`config.mk`:
```
export PLATFORM = sky130hd
export DESIGN_NAME = imem_loader
export DESIGN_NICKNAME = d
export VERILOG_FILES = /design/src/rtl/imem_loader.sv
export SDC_FILE = /design/constraint.sdc
export NUM_CORES = 1
export LEC_CHECK = 0
export CELL_PAD_IN_SITES_DETAIL_PLACEMENT = 1
export CELL_PAD_IN_SITES_GLOBAL_PLACEMENT = 1
export CORE_ASPECT_RATIO = 2
export CORE_UTILIZATION = 31
export CTS_CLUSTER_SIZE = 14
export DETAILED_ROUTE_END_ITERATION = 10
export DONT_BUFFER_PORTS = 1
export PLACE_DENSITY = 0.53
export SKIP_LAST_GASP = 1
export SYNTH_ARGS = -nofsm -noshare
export SYNTH_HDL_FRONTEND = slang
export SYNTH_SLANG_ARGS = --single-unit
```
`constraint.sdc`:
```
create_clock -name clk -period 3.7 [get_ports clk]
set_clock_uncertainty 0.1 [all_clocks]
set_input_delay 1.11 -clock clk [delete_from_list [all_inputs] [get_ports clk]]
set_output_delay 1.11 -clock clk [all_outputs]
set_load 0.01 [all_outputs]
```
`src/rtl/imem_loader.sv`:
```
// Boot-time image loader: assembles a big-endian byte stream into 32-bit words,
// writes them to instruction memory and holds the CPU in reset until the load completes.
module imem_loader #(
    parameter int ADDR_W = 14
) (
    input  logic              clk,
    input  logic              reset,
    input  logic              start,
    input  logic              in_valid,
    input  logic [7:0]        in_data,
    output logic              in_ready,
    output logic [ADDR_W-1:0] mem_addr,
    output logic              mem_we,
    output logic [31:0]       mem_wd,
    output logic              busy,
    output logic              done,
    output logic              err,
    output logic              cpu_reset
);

    localparam logic [31:0] DEPTH = 32'd1 << ADDR_W;

    typedef enum logic [2:0] {
        S_IDLE,
        S_HDR,
        S_DATA,
        S_WRITE,
        S_DONE,
        S_ERR
    } state_t;

    state_t            r_state;
    state_t            w_next;
    logic [1:0]        r_cnt;
    logic [31:0]       r_shift;
    logic [31:0]       r_n;
    logic [31:0]       r_idx;
    logic [ADDR_W-1:0] r_addr;
    logic [31:0]       r_wd;

    logic              w_ready;
    logic              w_xfer;
    logic              w_lastByte;
    logic              w_startOk;
    logic [31:0]       w_shift;

    // A reset cycle must not accept a byte or issue a write, so gate both with reset.
    assign in_ready   = w_ready & ~reset;
    assign w_xfer     = in_valid & in_ready;
    assign w_lastByte = w_xfer & (r_cnt == 2'd3);
    assign w_shift    = {r_shift[23:0], in_data};
    assign w_startOk  = start & ((r_state == S_IDLE) | (r_state == S_DONE) | (r_state == S_ERR));

    assign mem_we    = (r_state == S_WRITE) & ~reset;
    assign mem_addr  = r_addr;
    assign mem_wd    = r_wd;
    assign busy      = (r_state == S_HDR) | (r_state == S_DATA) | (r_state == S_WRITE);
    assign done      = (r_state == S_DONE);
    assign err       = (r_state == S_ERR);
    assign cpu_reset = (r_state != S_DONE);

    always_comb begin
        w_next  = r_state;
        w_ready = 1'b0;
        case (r_state)
            S_IDLE: begin
                if (start) w_next = S_HDR;
            end
            S_HDR: begin
                w_ready = 1'b1;
                if (w_lastByte) begin
                    if (w_shift == 32'd0)     w_next = S_DONE;
                    else if (w_shift > DEPTH) w_next = S_ERR;
                    else                      w_next = S_DATA;
                end
            end
            S_DATA: begin
                w_ready = 1'b1;
                if (w_lastByte) w_next = S_WRITE;
            end
            S_WRITE: begin
                if (r_idx == r_n - 32'd1) w_next = S_DONE;
                else                      w_next = S_DATA;
            end
            S_DONE, S_ERR: begin
                if (start) w_next = S_HDR;
            end
            default: w_next = S_IDLE;
        endcase
    end

    always_ff @(posedge clk) begin
        if (reset) begin
            r_state <= S_IDLE;
            r_cnt   <= 2'd0;
            r_shift <= 32'd0;
            r_n     <= 32'd0;
            r_idx   <= 32'd0;
            r_addr  <= '0;
            r_wd    <= 32'd0;
        end else begin
            r_state <= w_next;
            if (w_xfer) begin
                r_cnt   <= r_cnt + 2'd1;
                r_shift <= w_shift;
            end
            if (w_startOk) begin
                r_cnt <= 2'd0;
            end
            if ((r_state == S_HDR) && w_lastByte) begin
                r_n   <= w_shift;
                r_idx <= 32'd0;
            end
            // Address and data are captured once per word so they stay stable around the pulse.
            if ((r_state == S_DATA) && w_lastByte) begin
                r_addr <= r_idx[ADDR_W-1:0];
                r_wd   <= w_shift;
            end
            if ((r_state == S_WRITE) && (w_next == S_DATA)) begin
                r_idx <= r_idx + 32'd1;
            end
        end
    end

endmodule

```
==> results.toml <==
[run_status]
outcome = "finished, final reports clean"

[power_and_ir_drop]
p_int_uw = 2610
seqPwrFrac = 0.455
p_clk_frac = 0.534
switchingPower_uw = 723
power.total_uw = 3340
p_leak_uw = 0.00290
combPwrFrac = 0.012
max-vdd-ir-drop_v = 0.000309
power_density_nw_per_um2 = 435
swShare = 0.217

[hold_path]
hp-class = "reg -> reg"

[logic_synthesis]
syn_nets = 883
synth_top_cell_area_share = 0.410
synth-main-ff-cell = "dfxtp_1"
synth_top_family_by_area = "simple AND/OR/NAND/NOR gates"
netlist_top_cells_area = "dfxtp_1 (41%), nand2_1 (13%), a21oi_1 (6.2%), a221o_1 (3.2%), and3_1 (3.1%)"
ys_ff_latch = 139
synth_edf_count = 0
synthArstFlopShare = 0
synth_common_cells = "nand2_1 (227), dfxtp_1 (139), a21oi_1 (84)"
synth-compound-area-share = 0.172
ys_seq_area_frac = 0.410
syn_area_um2 = 6790
yosys.cell_types.count = 67
synthAdderAreaFrac = 0.00553
synth_warnings = 0
yosysTopAreaCell = "dfxtp_1"
synth-simple-area-share = 0.307
syn_avg_cell_area_um2 = 7.82
synthMuxAreaShare = 0.0107
synthCells = 868
post-synth-top-count-cell = "nand2_1"
synth-xor-area-share = 0.0529

[drt]
drt_pass1_iterations = 6
drc = 0
drtAntennaViolNets = 0
vias = 6037
wl_um = 20900
vias_per_cell = 5.32
first_iter_violations = 140
wl_per_cell_um = 18.4

[clock_tree]
cts_tree = "done"
htreeDepth = 4
numCtsBuffers = 17
clk_pin_slew_ns = 0.06
cts_hold_buf = 0
cts_buffer_depth = 2
cts.sinks = 139
worstSkewPairLatency_ns = 0.44
clockRootBuffer = "clkbuf_16"

[floorplanning]
io_pins = 64
die-area_um2 = 22500
core_area_um2 = 21500
die_w_um = 107
initial_core_util = 0.316
rows = 76
die_h_um = 211

[sta]
whs_ns = 0.374
drv_slew = 0
setup_viol = 0
final_hold_viol_count = 0
tightest_slew_ns = 0.683
min_period_ns = 3.40
fin_setup_tns_ns = 0
grt_setup_unrepaired = "no"
finalCritPeriodShare = 0.919
timing.fmax_ghz = 0.294
layout_setup_ws_ns = 0.300
max-slew-margin-rel = 0.542

[cells_and_area]
design_area_um2 = 7670
syn2layout_area_growth_pct = 12.9
drive_gt1_frac = 0.0813
fillers = 2652
diodes = 0
final_nets = 863

[worst_setup_path]
worstSetupEndpointType = "flop"
arrival_ns = 3.62
cp-start-kind = "flop"
cp_max_fo = 56
critPathKind = "reg -> reg"
cp_data_required_time_ns = 3.92

[place]
io_buffers = 0
dp_hpwl_um = 15600
postPlaceCellArea_um2 = 7060
dpl_worst_slack_ns = 0.172
routabilityCongestion = 0.829

[global_routing]
grt.overflow.total = 0
grt_pass1_wl_um = 33500
antenna_found_initial = 0
grt_pass1_vias = 6145
grt_max_degree = 87
grtUsageTotal = 0.195

[flow_run]
drv_cap = 0
==> cells in the final DEF (no fill, tap or decap), drive strengths merged, types with 4 or more instances in the layout <==
cell type  instances
and2               6
clkbuf            22
and3              34
nor3b              6
mux2i              5
xnor2             22
nand4             16
a211o              4
clkinv             5
dfxtp            139
or3               11
a221o             22
nor3              18
nand2            227
o211ai             4
o21ai             37
nor2              44
nand3             23
xor2              19
nor4              20
a31oi              4
buf               16
a21oi             85
nor2b              4
inv               12
==> flip-flops by register name, indices dropped and copies added, names as in the netlist <==
signal and count:
r_n 32, mem_wd 32, r_state 3, r_shift 24
r_idx 32, mem_addr 14, r_cnt 2
==> area by class of cell <==
cell class	count	area [um^2]	share of cell area
Clock buffer	22	464	0.0606
Sequential cell	139	2780	0.363
Clock inverter	10	139	0.0181
Tap cell	273	342	0.0446
Inverter	11	41.3	0.00539
Multi-Input combinational cell	663	3740	0.488
Timing Repair Buffer	16	158	0.0206
==> worst max-delay path: stages, from the launching register on <==
cell       delay (ns)
dfxtp_1          0.38
nor4_4           0.52
nand4_2          0.37
or3_1            0.44
nor4_1           0.33
o2bb2ai_1        0.15
nor3_4           0.22
a21boi_2         0.11
buf_12           0.20
and3_1           0.18
a221o_1          0.27
==> power groups by stage <==
stage,registers [uW],clock network [uW],logic (uW)
after detailed placement,1550,0,40.3
final,1520,1780,39.0
after CTS,1520,1840,40.3
after floorplan,1540,0,42.3
after global routing,1520,1890,44.5
after global placement,1550,0,38.9
==> layer usage <==
| metal | global-route usage | part of all wire | vias up |
|---|---|---|---|
| li1 | - | - | 3003 |
| met1 | 0.207 | 0.40 | 2944 |
| met2 | 0.368 | 0.55 | 64 |
| met3 | 0.0349 | 0.021 | 26 |
| met4 | 0.0831 | 0.023 | 0 |
| met5 | 0 | 0 | - |
==> timing repair <==
| item | in CTS | in global routing |
|---|---|---|
| resized for setup | 0 | 2 |
| hold endpoints to repair | 0 | 0 |
| setup buffers | 0 | 0 |
| setup endpoints to repair | 0 | 24 |
==> per-stage QoR <==
stage	cells	utilization
after floorplan	868	-
after detailed placement	1102	0.328
after global placement	1102	0.328
after CTS	1134	0.356
final	1134	0.357
after global routing	1134	0.357
==> final timing paths <==
path	start	endpoint	slack [ns]	cells past startpoint
min reg2reg	r_n[31]	r_n[31]	0.37	2
min	r_n[31]	r_n[31]	0.37	2
max reg2reg	r_n[7]	r_idx[6]	0.30	10
max	r_n[7]	r_idx[6]	0.30	10
==> logic make-up after synthesis <==
family,count (synthesis)
DFF,139
buffers and inverters,66
and+or+nand+nor,427
muxes,7
adders and majority gates,3
xor gates and xnor gates,41
AOI/OAI and AO/OA,185
Note: power is estimated with default switching activity, not from simulation.
